### src/rtl/io_port_responder.sv
// io_port_responder: services CPU IN/OUT requests with a busy/done handshake.
// IN waits for a fresh button press; OUT converts to three BCD digits.
module io_port_responder #(
    parameter int DATA_W   = 32,
    parameter int SW_W     = 4,
    parameter int MAX_DISP = 999
) (
    input  logic              clk,
    input  logic              reset,
    input  logic              req_in,
    input  logic              req_out,
    input  logic [DATA_W-1:0] wr_data,
    input  logic              btn,
    input  logic [SW_W-1:0]   sw,
    output logic              busy,
    output logic              done,
    output logic [DATA_W-1:0] rd_data,
    output logic              rd_valid,
    output logic [3:0]        digit_u,
    output logic [3:0]        digit_d,
    output logic [3:0]        digit_c,
    output logic              overflow
);
    typedef enum logic [1:0] {IDLE, WAIT_PRESS, CONV, FINISH} stateType;

    stateType          state;
    logic              btnQ;
    logic [DATA_W-1:0] latched;
    logic [3:0]        iter;
    logic [21:0]       shiftReg;
    logic [21:0]       adjusted;
    logic [21:0]       stepped;

    function automatic logic [3:0] add3(input logic [3:0] n);
        return n >= 4'd5 ? n + 4'd3 : n;
    endfunction

    // {hundreds, tens, units, 10-bit binary}: correct each digit, then shift
    always_comb begin
        adjusted = {add3(shiftReg[21:18]), add3(shiftReg[17:14]), add3(shiftReg[13:10]), shiftReg[9:0]};
        stepped  = {adjusted[20:0], 1'b0};
    end

    always_ff @(posedge clk or posedge reset) begin
        if (reset) begin
            state    <= IDLE;
            btnQ     <= 1'b0;
            latched  <= '0;
            iter     <= '0;
            shiftReg <= '0;
            busy     <= 1'b0;
            done     <= 1'b0;
            rd_valid <= 1'b0;
            rd_data  <= '0;
            digit_u  <= '0;
            digit_d  <= '0;
            digit_c  <= '0;
            overflow <= 1'b0;
        end else begin
            btnQ     <= btn;
            done     <= 1'b0;
            rd_valid <= 1'b0;
            case (state)
                IDLE: begin
                    if (req_in) begin
                        state <= WAIT_PRESS;
                        busy  <= 1'b1;
                    end else if (req_out) begin
                        state    <= CONV;
                        busy     <= 1'b1;
                        latched  <= wr_data;
                        shiftReg <= {12'd0, wr_data[9:0]};
                        iter     <= '0;
                    end
                end
                WAIT_PRESS: begin
                    // only a rising edge counts, so a button held before the request is ignored
                    if (btn && !btnQ) begin
                        state    <= FINISH;
                        busy     <= 1'b0;
                        done     <= 1'b1;
                        rd_valid <= 1'b1;
                        rd_data  <= DATA_W'(sw);
                        digit_u  <= 4'(sw);
                        digit_d  <= 4'd0;
                        digit_c  <= 4'd0;
                        overflow <= 1'b0;
                    end
                end
                CONV: begin
                    if (latched > DATA_W'(MAX_DISP)) begin
                        state    <= FINISH;
                        busy     <= 1'b0;
                        done     <= 1'b1;
                        digit_u  <= 4'hF;
                        digit_d  <= 4'hF;
                        digit_c  <= 4'hF;
                        overflow <= 1'b1;
                    end else begin
                        shiftReg <= stepped;
                        iter     <= iter + 4'd1;
                        if (iter == 4'd9) begin
                            state    <= FINISH;
                            busy     <= 1'b0;
                            done     <= 1'b1;
                            digit_c  <= stepped[21:18];
                            digit_d  <= stepped[17:14];
                            digit_u  <= stepped[13:10];
                            overflow <= 1'b0;
                        end
                    end
                end
                default: state <= IDLE;
            endcase
        end
    end
endmodule

### config.mk
export PLATFORM = sky130hd
export DESIGN_NAME = io_port_responder
export DESIGN_NICKNAME = d
export VERILOG_FILES = /design/src/rtl/io_port_responder.sv
export SDC_FILE = /design/constraint.sdc
export NUM_CORES = 1
export LEC_CHECK = 0
export CORE_MARGIN = 2
export CORE_UTILIZATION = 51
export DETAILED_ROUTE_END_ITERATION = 6
export HOLD_SLACK_MARGIN = 0.05
export PLACE_DENSITY = 0.81
export SETUP_SLACK_MARGIN = 0.15
export SYNTH_ARGS = -nofsm -noshare
export SYNTH_HDL_FRONTEND = slang
export SYNTH_SLANG_ARGS = --single-unit
### constraint.sdc
create_clock -name clk -period 2.6 [get_ports clk]
set_clock_uncertainty 0.2 [all_clocks]
set_input_delay 0.26 -clock clk [delete_from_list [all_inputs] [get_ports clk]]
set_output_delay 0.26 -clock clk [all_outputs]
set_load 0.01 [all_outputs]
### Yosys cells after proc, flatten, opt, wreduce, memory -nomap -nowiden

Cells that the tools add are included.

| operators by class | value |
|---|---|
| $add $sub $neg | 4 |
| order comparisons | 4 |
| equal/unequal tests | 9 |
| bitwise operators | 1 |
| multiplexer cells | 41 |
| reductions and logical operators | 12 |

Operators by type and width:

| kind | number |
|---|---|
| two-way mux 22 bit | 3 |
| two-way mux 4 bit | 13 |
| case mux 22 bit (2 select lines) | 1 |
| greater-than comparator 32 x 10 -> 1 bit (second input constant) | 1 |
| case mux 4 bit (2 select lines) | 4 |
| greater-or-equal comparator 4 x 3 -> 1 bit (second input constant) | 3 |
| two-way mux 1 bit | 10 |
| two-way mux 2 bit | 5 |
| AND reduction 3 bit | 3 |
| adder 4 x 2 -> 4 bit (second input constant) | 2 |
| != test 2 bit (second input constant) | 4 |
| AND reduction 4 bit | 2 |
| != test 3 bit (second input constant) | 2 |
| case mux 2 bit (3 select lines) | 1 |
| adder 4 x 1 -> 4 bit (second input constant) | 1 |
| equality test 4 bit (second input constant) | 1 |
| case mux 1 bit (2 select lines) | 2 |
| nonzero test 2 bit | 2 |
| adder 3 x 2 -> 3 bit (second input constant) | 1 |
| two-way mux 3 bit | 1 |
| case mux 1 bit (3 select lines) | 1 |
| nonzero test 3 bit | 1 |
| equality test 2 x 1 -> 1 bit (second input constant) | 1 |
| equality test 2 bit (second input constant) | 1 |
| other kinds (5) | 5 |

| storage, ports and cells | value |
|---|---|
| flip-flop bits (word level) | 81 |
| word-level logic and storage cells | 84 |
| bits of input ports | 41 |

### Logic depth before layout (Yosys ltp)

| depth | value |
|---|---|
| depth after elaboration | 5 |
| gate-level depth with buffers | 8 |
| depth with buffers taken out | 7 |

### Least setup slack after synthesis

OpenSTA, ideal clock, no wires.

| timing | value |
|---|---|
| path kind | reg-to-reg |
| from | reg latched[12] |
| to | reg digit_c[0] |
| path slack | 0.492 ns |
| required time | 2.254 ns |
| library setup time | 0.146 ns |
| arrival | 1.762 ns |
| buffers on the path | 2 |
| period minus slack after synthesis | 2.108 ns |
| cell stages (with the launch flop) | 8 |
| cells stage by stage | dfrtp_1 -> nor4_2 -> nand4_1 -> or3_1 -> buf_6 -> buf_6 -> o31ai_1 -> a2bb2oi_1 |

| on the way | value |
|---|---|
| word-level cells in the longest chain between the ends | 3 |

Ends and longest elaborated chain:

| item | line | text |
|---|---|---|
| start: declaration | 28 | `logic [DATA_W-1:0] latched;` |
| start signal: assignment | 71 | `latched <= wr_data;` |
| greater-than comparator 32 x 10 -> 1 bit (*) | 91 | `if (latched > DATA_W'(MAX_DISP)) begin` |
| != test 3 bit (no source line) / two-way mux 4 bit (equally long branches) | - |  |
| AND reduction 3 bit (no source line) / case mux 4 bit (2 select lines) (equally long branches) | - |  |
| end signal: assignment | 106 | `digit_c <= stepped[21:18];` |
| end: declaration | 21 | `output logic [3:0] digit_c,` |

Mark *: on every way between the ends. The rest lies on a longest branch, timed or not.
A chain may end at the register's enable or synchronous reset.

### Worst setup path after layout

| timing | value |
|---|---|
| from | reg latched[20] |
| to | reg digit_c[0] |

The elaborated chain is that of the path after synthesis.

==> parameters.txt <==
Parameter                              Value

Timing
  RSZ-0062 raised after global routing    false
  Ratio of final minimum period to clock period    90.26%
  Final Slew Violations    0
  Worst slack on hold paths    0.1605 ns
  Total count of hold-check failures in the final report    0
  Peak Freq    426.1 MHz
  Worst slew slack as a fraction of its limit    56.36%
  Final setup violating endpoints    0
  Final period demand of the worst path    2.347 ns
  Worst Max-Slew Pin Slew    0.6546 ns
  Total negative slack    0 ns

Synthesis
  Dominant register cell in the synthesized netlist    dfrtp_1
  Post-synthesis instance total    374
  Synthesized area divided by synthesized cell count    10.70 um^2
  Main area contributors after synthesis    dfrtp_1 (49%), mux2_2 (10%), buf_4 (5.6%), ha_1 (4.1%), nand2_1 (3.3%)
  YS warnings    0
  Most repeated cell in the gate-level netlist after synthesis    dfrtp_1
  Sequential share of the synthesized area    48.80%
  Yosys top cell area share    roughly half
  Top cells by count, synth    dfrtp_1 (78), mux2_2 (36), nand2_1 (35)
  Flop and latch count out of synthesis    roughly 80
  Cell taking the most area after synthesis    dfrtp_1
  Number of synthesized flops with an enable pin    0
  Post-synthesis async set-or-reset flop share    100.0%
  Synth Cell Area    4000 um^2
  Distinct cell type count after synthesis    45

Cells and area
  Layout overhead on the synthesized area    22.43%
  Layout Cell Area excl Fill    roughly 5000 um^2
  Final non-filler cell total    roughly 550
  Diodes inserted    0
  Share of layout cells above drive strength 1    between 10% and 20%
  Number of nets in the final layout    between 400 and 500

Placement
  Final GP Congestion    0.8505
  Placement Cell Area    4648 um^2
  Cell total after placement    532
  Buffers on Ports    60
  Placed wire-length estimate after detailed placement    6.035 mm

Worst setup path
  Bufs and invs on worst path    2
  Reg2reg end    digit_c[0]
  Critical path, cell by cell    nor4_2, nand4_1, buf_4, or3_1, buf_4, o31ai_1, a2bb2oi_1
  Critical-path top delay cell    dfrtp_1
  Startpoint type of the worst setup path    register
  Launching point of the worst reg2reg path    latched[20]
  Worst stage delay on the critical path    approximately 0.39 ns
  Maximum fanout along the worst path    27
  Stages on the worst setup path    7
  Worst EP arrival    between 2 and 2.5 ns
  Logic depth of the worst register-to-register path    7
  Kind of cell with the highest combined delay on the critical path    simple AND/OR/NAND/NOR gates
  Critical path required time    2.64 ns
  CP Class    register to register
  Worst setup path endpoint    digit_c[0]
  Start point of the critical path    latched[20]
  Type of element capturing the critical path    register
  Most frequent cell on the critical path    buf_4
  Setup slack, reg-to-reg    between 0.2 and 0.3 ns

Job
  Max-cap violations    0

Drt
  Final antenna-violating net count    0
  Post-detailed-routing wire length    roughly 8.4 mm
  Total iterations of the first detailed-routing run    4
  Drt wl/cell    15.34 um
  Number of vias per cell    approximately 5.6
  Remaining DRCs    0
  Iter 0 DRT Violations    205
  Via count    3065

Power
  Pwr Density    1104 nW/um^2
  Total power of the final layout    0.005404 W
  Internal power summed over all cells    0.003505 W
  Part of the power in combinational logic    42.6%
  Lkg Pwr    2.057 nW
  Share of total power consumed by net switching    35.15%
  P_sw    0.001900 W
  Proportion of power drawn by the clock network    18.7%
  Highest ir drop seen on vdd    0.5931 mV
  Portion of total power attributed to sequential cells    38.7%

Die
  Row Count    32
  IO Pins    89
  Starting density of the core    52.31%
  Die width    92.56 um
  Total Die Area    8567 um^2
  Die Height    92.56 um
  Area of the placeable core    7647 um^2

Status
  Run status    finished, final reports clean

Global routing
  Global routing usage summed across all routing layers    a little over a fifth
  Pin count of the biggest net entering global routing    79
  Global-route congestion overflow total    0
  Initial antenna violation count    0
  Wire length of the first global-routing pass    around 14 mm
  Via count of the first global-routing pass    3024

CTS
  Count of H-tree levels built during CTS    3
  Number of buffers added by the clock tree synthesis step    9
  Library cell used as clock root buffer    clkbuf_8
  Clock tree buffer depth    2
  Clock-pin transition on the worst setup and hold timing paths    0.08 ns
  Clock sink count    78
  Number of hold buffers added after CTS    0
  Clock tree from TritonCTS    done
  Clock insertion delay at the later pin of the skew report    0.35 ns

Hold path
  Hold Crit Class    input port to asynchronous set/reset pin
-- registers in the layout, indices dropped and copies added, names as in the netlist --
signal and cells:
state 2, overflow 1, done 1, iter 4
rd_valid 1, rd_data 4, latched 29, shiftReg 22
digit_d 4, busy 1, digit_c 4, btnQ 1
digit_u 4
-- tightest hold or removal path, stage by stage --
cell and delay, ns:
clkdlybuf4s50_1 0.44, clkinvlp_4 0.10, buf_12 0.33
-- metrics by stage --
step                      setup WS, ns  utilization (%)
final                           0.2532            64.04
after global routing            0.1273            64.04
after CTS                       0.2001            63.81
after detailed placement        0.1452            60.78
after global placement          0.2988            60.78
after floorplan                 0.4922                -
-- layout make-up --
| cell class | instances | area [um^2] |
|---|---|---|
| tap | 102 | 127.6 |
| multi-input combinational | 265 | 1813 |
| timing repair buffer | 75 | 725.7 |
| clock inverter | 3 | 67.56 |
| clock buffer | 12 | 155.1 |
| sequential | 78 | 1952 |
| inverter | 14 | 56.30 |
| fill | 594 | 2750 |
-- power by group through the flow --
| stage | logic [W] | registers [W] | clock network (W) |
|---|---|---|---|
| 2_1_floorplan | 0.00148 | 0.00209 | 0 |
| 3_3_place_gp | 0.00221 | 0.00208 | 0 |
| 3_5_place_dp | 0.00229 | 0.00210 | 0 |
| 4_1_cts | 0.00231 | 0.00209 | 0.00103 |
| 5_1_grt | 0.00255 | 0.00216 | 0.00108 |
| 6_report | 0.00230 | 0.00209 | 0.00101 |
-- how the worst min path moves through the flow --
stage	start	to	slack, ns
6_report	reset	latched[5]	0.16
5_1_grt	btn	btnQ	0.18
4_1_cts	reset	latched[5]	0.18
3_5_place_dp	rd_data[3]	rd_data[3]	0.27
3_3_place_gp	rd_data[0]	rd_data[0]	0.27
2_1_floorplan	btn	btnQ	0.09
-- per-layer routing --
layer	global-route usage [%]	share of wire, %	up-vias
met1	27.31	44	1490
met4	6.592	1.8	0
met5	0	0	-
met2	34.37	49	114
met3	6.347	5.8	18
li1	-	-	1443
-- layout by cell type, fill, tap and decap left out, types with 3 or more instances in the layout --
| master | Yosys | routed |
|---|---|---|
| a21oi_1 | 16 | 16 |
| a221oi_1 | 8 | 8 |
| a2bb2oi_1 | 7 | 7 |
| a31oi_1 | 7 | 7 |
| buf_4 | 30 | 14 |
| clkbuf_8 | 0 | 11 |
| clkdlybuf4s50_1 | 0 | 60 |
| conb_1 | 1 | 28 |
| dfrtp_1 | 78 | 78 |
| ha_1 | 13 | 13 |
| inv_1 | 13 | 12 |
| mux2_2 | 36 | 36 |
| nand2_1 | 35 | 35 |
| nand2b_1 | 6 | 5 |
| nand3_1 | 9 | 9 |
| nor2_1 | 21 | 21 |
| nor4_1 | 3 | 3 |
| nor4_2 | 5 | 4 |
| o21ai_0 | 13 | 13 |
| o21ai_1 | 3 | 3 |
| o22ai_1 | 13 | 13 |
| o2bb2ai_1 | 3 | 3 |
| o311ai_0 | 4 | 4 |
| o31ai_1 | 5 | 5 |
| or3_1 | 4 | 4 |
| xnor2_1 | 3 | 3 |
-- cells by family after synthesis --
logic type / Yosys count / synth area share (%)
simple gates: 93 / 11.70
compound gates: 90 / 15.23
flops: 78 / 48.80
buf+inv: 58 / 8.821
mux: 38 / 10.64
fa+ha+maj: 13 / 4.066
xor+xnor: 3 / 0.6570
other cells: 1 / 0.09375
-- repair_timing --
item,in CTS,in global routing
gates cloned,0,0
pin swaps,0,2
resized for setup,1,1
endpoints found under the setup margin,2,16
buffers inserted,0,2
No activity file was read; power rests on OpenSTA's default activity.
==> variant 1, RTL diff (config.mk and constraints unchanged) <==
The parameter `SW_W` goes from 4 to 6.
--- a/src/rtl/io_port_responder.sv
+++ b/src/rtl/io_port_responder.sv
@@ -3,5 +3,5 @@
 module io_port_responder #(
     parameter int DATA_W   = 32,
-    parameter int SW_W     = 4,
+    parameter int SW_W     = 6,
     parameter int MAX_DISP = 999
 ) (
Ports: changed (resized sw); port bits go from 89 to 91. The function was not compared with the original's and may differ.
==> variant 1 against the original RTL <==
Area after synthesis is 3.6% higher; final cell count is 10% higher; routed wire length rose by 6.1%; die area is 3.4% higher; setup slack improved by 0.059 ns; combinational power up 10%; global-route usage increased by 0.89 points; largest power group unchanged; first-iteration DRC count rose by 8.8%; via count is 9.5% higher; total power increased by 2.0%; critical path type unchanged; design area up 2.8%; sequential cell count grew 2; synthesized cell count increased by 15%.
==> variant 1: results (changes against the original RTL) <==
The share of cells above drive strength 1 is 11.7% (-5.0 points). The reg-to-reg critical path startpoint is latched[24]. The number of vias per cell came out at 5.55 (-0.61%). By area the synthesized netlist is led by dfrtp_1 48%, nand2_1 11%, buf_4 4.9%.

The total of buffers placed on input and output ports came to 64 (+6.7%). The global-route track usage on met3 is 4.09% (-2.3 points). The global-route wire length before repair was 15500 um (+7.8%). The delay contributed by the slowest stage of the critical path came out at 0.41 ns (+0.02 ns). The slack of the worst reg-to-reg path came out at 0.31 ns (+0.06 ns). The flow ran to the end, and the final reports show no timing, DRC or antenna violations.

The number of global-route vias before repair is 3324 (+9.9%). The final-layout fill cell count is 623 (+4.9%). The met1 routing resource usage after global routing is 30.4% (+3.1 points). The reported max-cap violation count was 0 (unchanged). The worst-case vdd ir drop is 535 uV (-9.7%). The share of the yosys chip area belonging to registers is 48.3% (-0.49 points). The number of antenna repair diodes came out at 0 (unchanged). The number of buffers on the longest clock path is 2 (unchanged). The adder-cell share of the synthesized area was 3.93% (-0.14 points). In the final layout, the registers with the most flip-flops are latched: 29 flops, shiftReg: 22 flops, rd_data: 6 flops. The global-route track usage on met2 came out at 35.6% (+1.2 points).

The count of buffers added by post-CTS timing repair for setup is 0 (unchanged). The antenna violation net count after detailed routing came out at 0 (unchanged). The complex-gate fraction of the synthesized area came out at 16.7% (+1.4 points). The H-tree depth reported by CTS is 3 (unchanged). The pin count of the biggest net entering global routing is 43 (-46%).

The total instance count after detailed placement came to 589 (+11%). The proportion of synthesized flip-flops having asynchronous set or reset came to 100% (unchanged). The top-area cell type share of the netlist area is 48.3% (-0.49 points). The total number of vias came out at 3357 (+9.5%). The multiplexer fraction of the synthesized cell area was 3.65% (-7.0 points).

The highest layer touched by signal routing is met4. The critical path starts at latched[24]. The leakage power figure came out at 2.28 nW (+11%). The total length of routed met2 wires was 4210 um (+2.8%). The final HPWL from detailed placement came out at 6500 um (+7.8%). The overall track demand over capacity in global routing is 22.0% (+0.89 points). The arrival time of data at the critical path endpoint came to 2.32 ns (-0.06 ns). The relative slew slack came out at 55.5% (-0.84 points). The min-delay analysis places its worst path in the category in -> async. The worst register-to-register path ends at digit_d[0]. The clock slew at the register clock pins of the worst setup and hold paths came out at 0.09 ns. The number of clock buffers inserted by TritonCTS came out at 9 (unchanged).

The overall routed net length is 8930 um (+6.1%). The XOR/XNOR share of the synthesized area came out at 0.634% (-0.023 points). The highest net fanout along the worst path is 12 (-56%). The count of cell types in the netlist is 55 (+22%).

The final estimated routing congestion in global placement is 0.835 (-1.8%). The worst reg2reg path depth came out at 6 (-1). For this design, the slowest cell found on the critical path is a311o_1. The routed wire length on met3 is 440 um (-11%). The average size of a mapped cell is 9.61 um^2 (-10%).

The starting DRC count in detailed routing is 223 (+8.8%). The commonest cells after synthesis are 118 x nand2_1, 80 x dfrtp_1, 27 x buf_4. The count of final setup violators was 0 (unchanged).

The number of instances resized during post-cts repair came out at 0 (-1). The net count reported at finish came out at 554 (+11%). The number of iterations in the first detailed-routing pass is 5 (+1). Clock tree synthesis selected as its root buffer the cell clkbuf_8. The length of routed wiring on met1 is 4170 um (+13%).
[variant 1: cell types whose count changed after synthesis, sizes merged, moves of 4 or more]
cell / change
nand2: +84
mux2: -25
nor2: -12
o221ai: +9
a221oi: -8
a22oi: +8
o22ai: -7
a21oi: -5
o21ai: -4
[variant 1: worst max-delay path, delay by kind of cell, from the launching register on]
family                 cells  cell delay, ns
AO/OA/AOI/OAI              3            0.83
flip-flops                 1            0.40
buffers and inverters      1            0.21
AND/OR/NAND/NOR            2            0.52
[variant 1: metrics by stage]
stage	utilization, %	hold WS, ns	area, um^2	setup WS (ns)	total power, mW
final	64.5	0.0909	5030	0.312	5.51
after global routing	64.5	0.140	5030	0.156	5.95
after detailed placement	62.0	0.255	4840	0.244	4.66
after CTS	64.4	0.100	5030	0.180	5.52
after floorplan	-	0.0914	4240	0.505	3.78
after global placement	62.0	0.252	4840	0.358	4.54
[variant 1: where the power goes]
part	switching, mW	internal, mW	leakage (nW)	total, mW
logic	1.32	1.22	1.19	2.54
registers	0.350	1.77	1.00	2.12
clock network	0.472	0.380	0.0861	0.852
total	2.14	3.37	2.28	5.51
[variant 1: logic make-up after synthesis]
family	count (synthesis)
flip-flops	80
XOR/XNOR	3
multiplexers	13
adder cells (fa/ha/maj)	13
buffers and inverters	64
other	1
AND/OR/NAND/NOR	165
AO/OA/AOI/OAI	92
[variant 1: layout make-up]
| cell class | count | area (um^2) | share of cell area, % |
|---|---|---|---|
| clock buffer | 11 | 141 | 2.81 |
| timing repair buffer | 80 | 773 | 15.4 |
| multi-input combinational | 312 | 1890 | 37.5 |
| clock inverter | 5 | 41.3 | 0.820 |
| sequential | 80 | 2000 | 39.8 |
| tap | 102 | 128 | 2.54 |
| inverter | 15 | 60.1 | 1.19 |
==> variant 2, RTL diff (config.mk and constraints unchanged) <==
Without the edit above. Register the inputs `req_in`, `req_out`, `wr_data`, `btn` and `sw` before use. The logic sees them one clock later.
--- a/src/rtl/io_port_responder.sv
+++ b/src/rtl/io_port_responder.sv
@@ -23,4 +23,18 @@
 );
     typedef enum logic [1:0] {IDLE, WAIT_PRESS, CONV, FINISH} stateType;
+
+    logic req_q;
+    logic req_out_q;
+    logic [DATA_W-1:0] wr_data_q;
+    logic btn_q;
+    logic [SW_W-1:0] sw_q;
+
+    always_ff @(posedge clk) begin
+        req_q     <= req_in;
+        req_out_q <= req_out;
+        wr_data_q <= wr_data;
+        btn_q     <= btn;
+        sw_q      <= sw;
+    end
 
     stateType          state;
@@ -58,17 +72,17 @@
             overflow <= 1'b0;
         end else begin
-            btnQ     <= btn;
+            btnQ     <= btn_q;
             done     <= 1'b0;
             rd_valid <= 1'b0;
             case (state)
                 IDLE: begin
-                    if (req_in) begin
+                    if (req_q) begin
                         state <= WAIT_PRESS;
                         busy  <= 1'b1;
-                    end else if (req_out) begin
+                    end else if (req_out_q) begin
                         state    <= CONV;
                         busy     <= 1'b1;
-                        latched  <= wr_data;
-                        shiftReg <= {12'd0, wr_data[9:0]};
+                        latched  <= wr_data_q;
+                        shiftReg <= {12'd0, wr_data_q[9:0]};
                         iter     <= '0;
                     end
@@ -76,11 +90,11 @@
                 WAIT_PRESS: begin
                     // only a rising edge counts, so a button held before the request is ignored
-                    if (btn && !btnQ) begin
+                    if (btn_q && !btnQ) begin
                         state    <= FINISH;
                         busy     <= 1'b0;
                         done     <= 1'b1;
                         rd_valid <= 1'b1;
-                        rd_data  <= DATA_W'(sw);
-                        digit_u  <= 4'(sw);
+                        rd_data  <= DATA_W'(sw_q);
+                        digit_u  <= 4'(sw_q);
                         digit_d  <= 4'd0;
                         digit_c  <= 4'd0;
Check against the original RTL: not equivalent (a bounded check fails within 4 cycles, from zero or initial values and one cycle with reset high).
==> variant 2 against the original RTL <==
Routed wire length grew 20%; count of clock-buffer cells in the layout grew 5; largest power group is now sequential cells; area after synthesis grew 20%; sequential cell count grew 39; sequential share of layout area grew 2.8 points; total power grew 27%; design area grew 31%; highest routed layer unchanged; non-clock buffer count grew 41; setup slack gained 0.011 ns.
==> variant 2: results (changes against the original RTL) <==
The share of cells above drive strength 1 came out at 12.1% (-4.7 points). The H-tree depth reported by CTS is 4 (+1). The mean routed wirelength per cell is 14.3 um (-6.6%). The clock slew at the register clock pins of the worst setup and hold paths is 0.06 ns (-0.02 ns).

The worst reg2reg path depth is 5 (-2). The worst register-to-register path ends at digit_u[1]. The share of the yosys chip area belonging to registers came out at 56.9% (+8.1 points). The worst slack after detailed placement is 0.197 ns (+0.0521 ns). The run finished with clean final reports. The final estimated routing congestion in global placement is 0.833 (-2.1%). The delay contributed by the slowest stage of the critical path came out at 0.56 ns (+0.17 ns). The starting DRC count in detailed routing came to 229 (+12%). The highest net fanout along the worst path is 10 (-63%).

The worst-case vdd ir drop is 545 uV (-8.1%). The arrival time of data at the critical path endpoint came out at 2.55 ns (+0.17 ns). The final HPWL from detailed placement is 6470 um (+7.1%).

In the final layout, the registers with the most flip-flops are wr_data_q: 32 flops, latched: 29 flops, shiftReg: 22 flops. The clock latency on the worst-skew pair came out at 0.53 ns (+0.18 ns). The required arrival time at the worst endpoint was 2.81 ns (+0.17 ns). The global-route wire length before repair is 16900 um (+18%). The proportion of synthesized flip-flops having asynchronous set or reset came to 66.7% (-33 points). The number of global-route vias before repair is 3672 (+21%). The count of cell types in the netlist came out at 50 (+11%). The pin count of the biggest net entering global routing is 59 (-25%). The startpoint of the worst setup timing path is latched[18]. The worst hold path belongs to the class reg -> reg.

The leakage power figure was 2.93 nW (+43%). By area the synthesized netlist is led by dfrtp_1 41%, dfxtp_1 16%, nand2_1 9.9%.
## variant 2: logic make-up after synthesis
group	Yosys count	share of synthesized area, %
AOI/OAI and AO/OA	81	12.1
xor gates and xnor gates	3	0.548
adders and majority gates	13	3.39
buffers and inverters	71	8.21
DFF	117	56.9
muxes	11	2.50
other	1	0.0781
and+or+nand+nor	175	16.2
## variant 2: stage by stage
stage	instance area, um^2	power, mW	hold slack (ns)	std cells
6_report	6400	6.87	0.155	708
5_1_grt	6400	7.29	0.171	708
4_1_cts	6390	6.92	0.157	706
3_5_place_dp	5450	4.77	0.150	634
3_3_place_gp	5450	4.66	0.143	634
2_1_floorplan	4900	4.01	0.0877	499
## variant 2: worst min path at each step
stage / startpoint / to / slack (ns) / depth (start not counted)
after floorplan: btn / btn_q / 0.09 / 0
after detailed placement: btn_q / btnQ / 0.15 / 0
final: btn_q / btnQ / 0.16 / 0
after CTS: btn_q / btnQ / 0.16 / 0
after global routing: btn_q / btnQ / 0.17 / 0
after global placement: btn_q / btnQ / 0.14 / 0
## variant 2: area by class of cell
type                    instances  area [um^2]
multi-input cells             311         1780
well taps                     111          139
repair buffers                116         1130
inverters                      21         82.6
clock buffers                  17          414
clock inverters                15          123
flip-flops and latches        117         2730
fillers                       688         2790
## variant 2: report_power, final
group	total [mW]	internal, mW	switching (mW)
Clock	2.07	1.19	0.882
Sequential	2.59	2.31	0.280
Combinational	2.21	1.07	1.14
Total	6.87	4.57	2.30
## variant 2: metal layers
layer	routed length, um	vias up	global-route usage (%)	share of wire (%)
met5	0	-	0	0
met2	5380	141	38.1	53
met4	227	0	9.15	2.2
met1	3980	1803	24.4	39
met3	552	23	7.00	5.4
li1	-	1762	-	-
## variant 2: timing repair
item                       in CTS  in global routing
setup endpoints to repair       0                  6
hold endpoints to repair       59                  0
gates resized for setup         0                  1
buffers inserted                0                  2
hold buffers                   40                  0
## variant 2: worst max-delay path: cells and delay by family, from the launching register on
| kind | cells | cell delay [ns] |
|---|---|---|
| DFF | 1 | 0.40 |
| and+or+nand+nor | 4 | 1.49 |
| AOI/OAI and AO/OA | 1 | 0.14 |
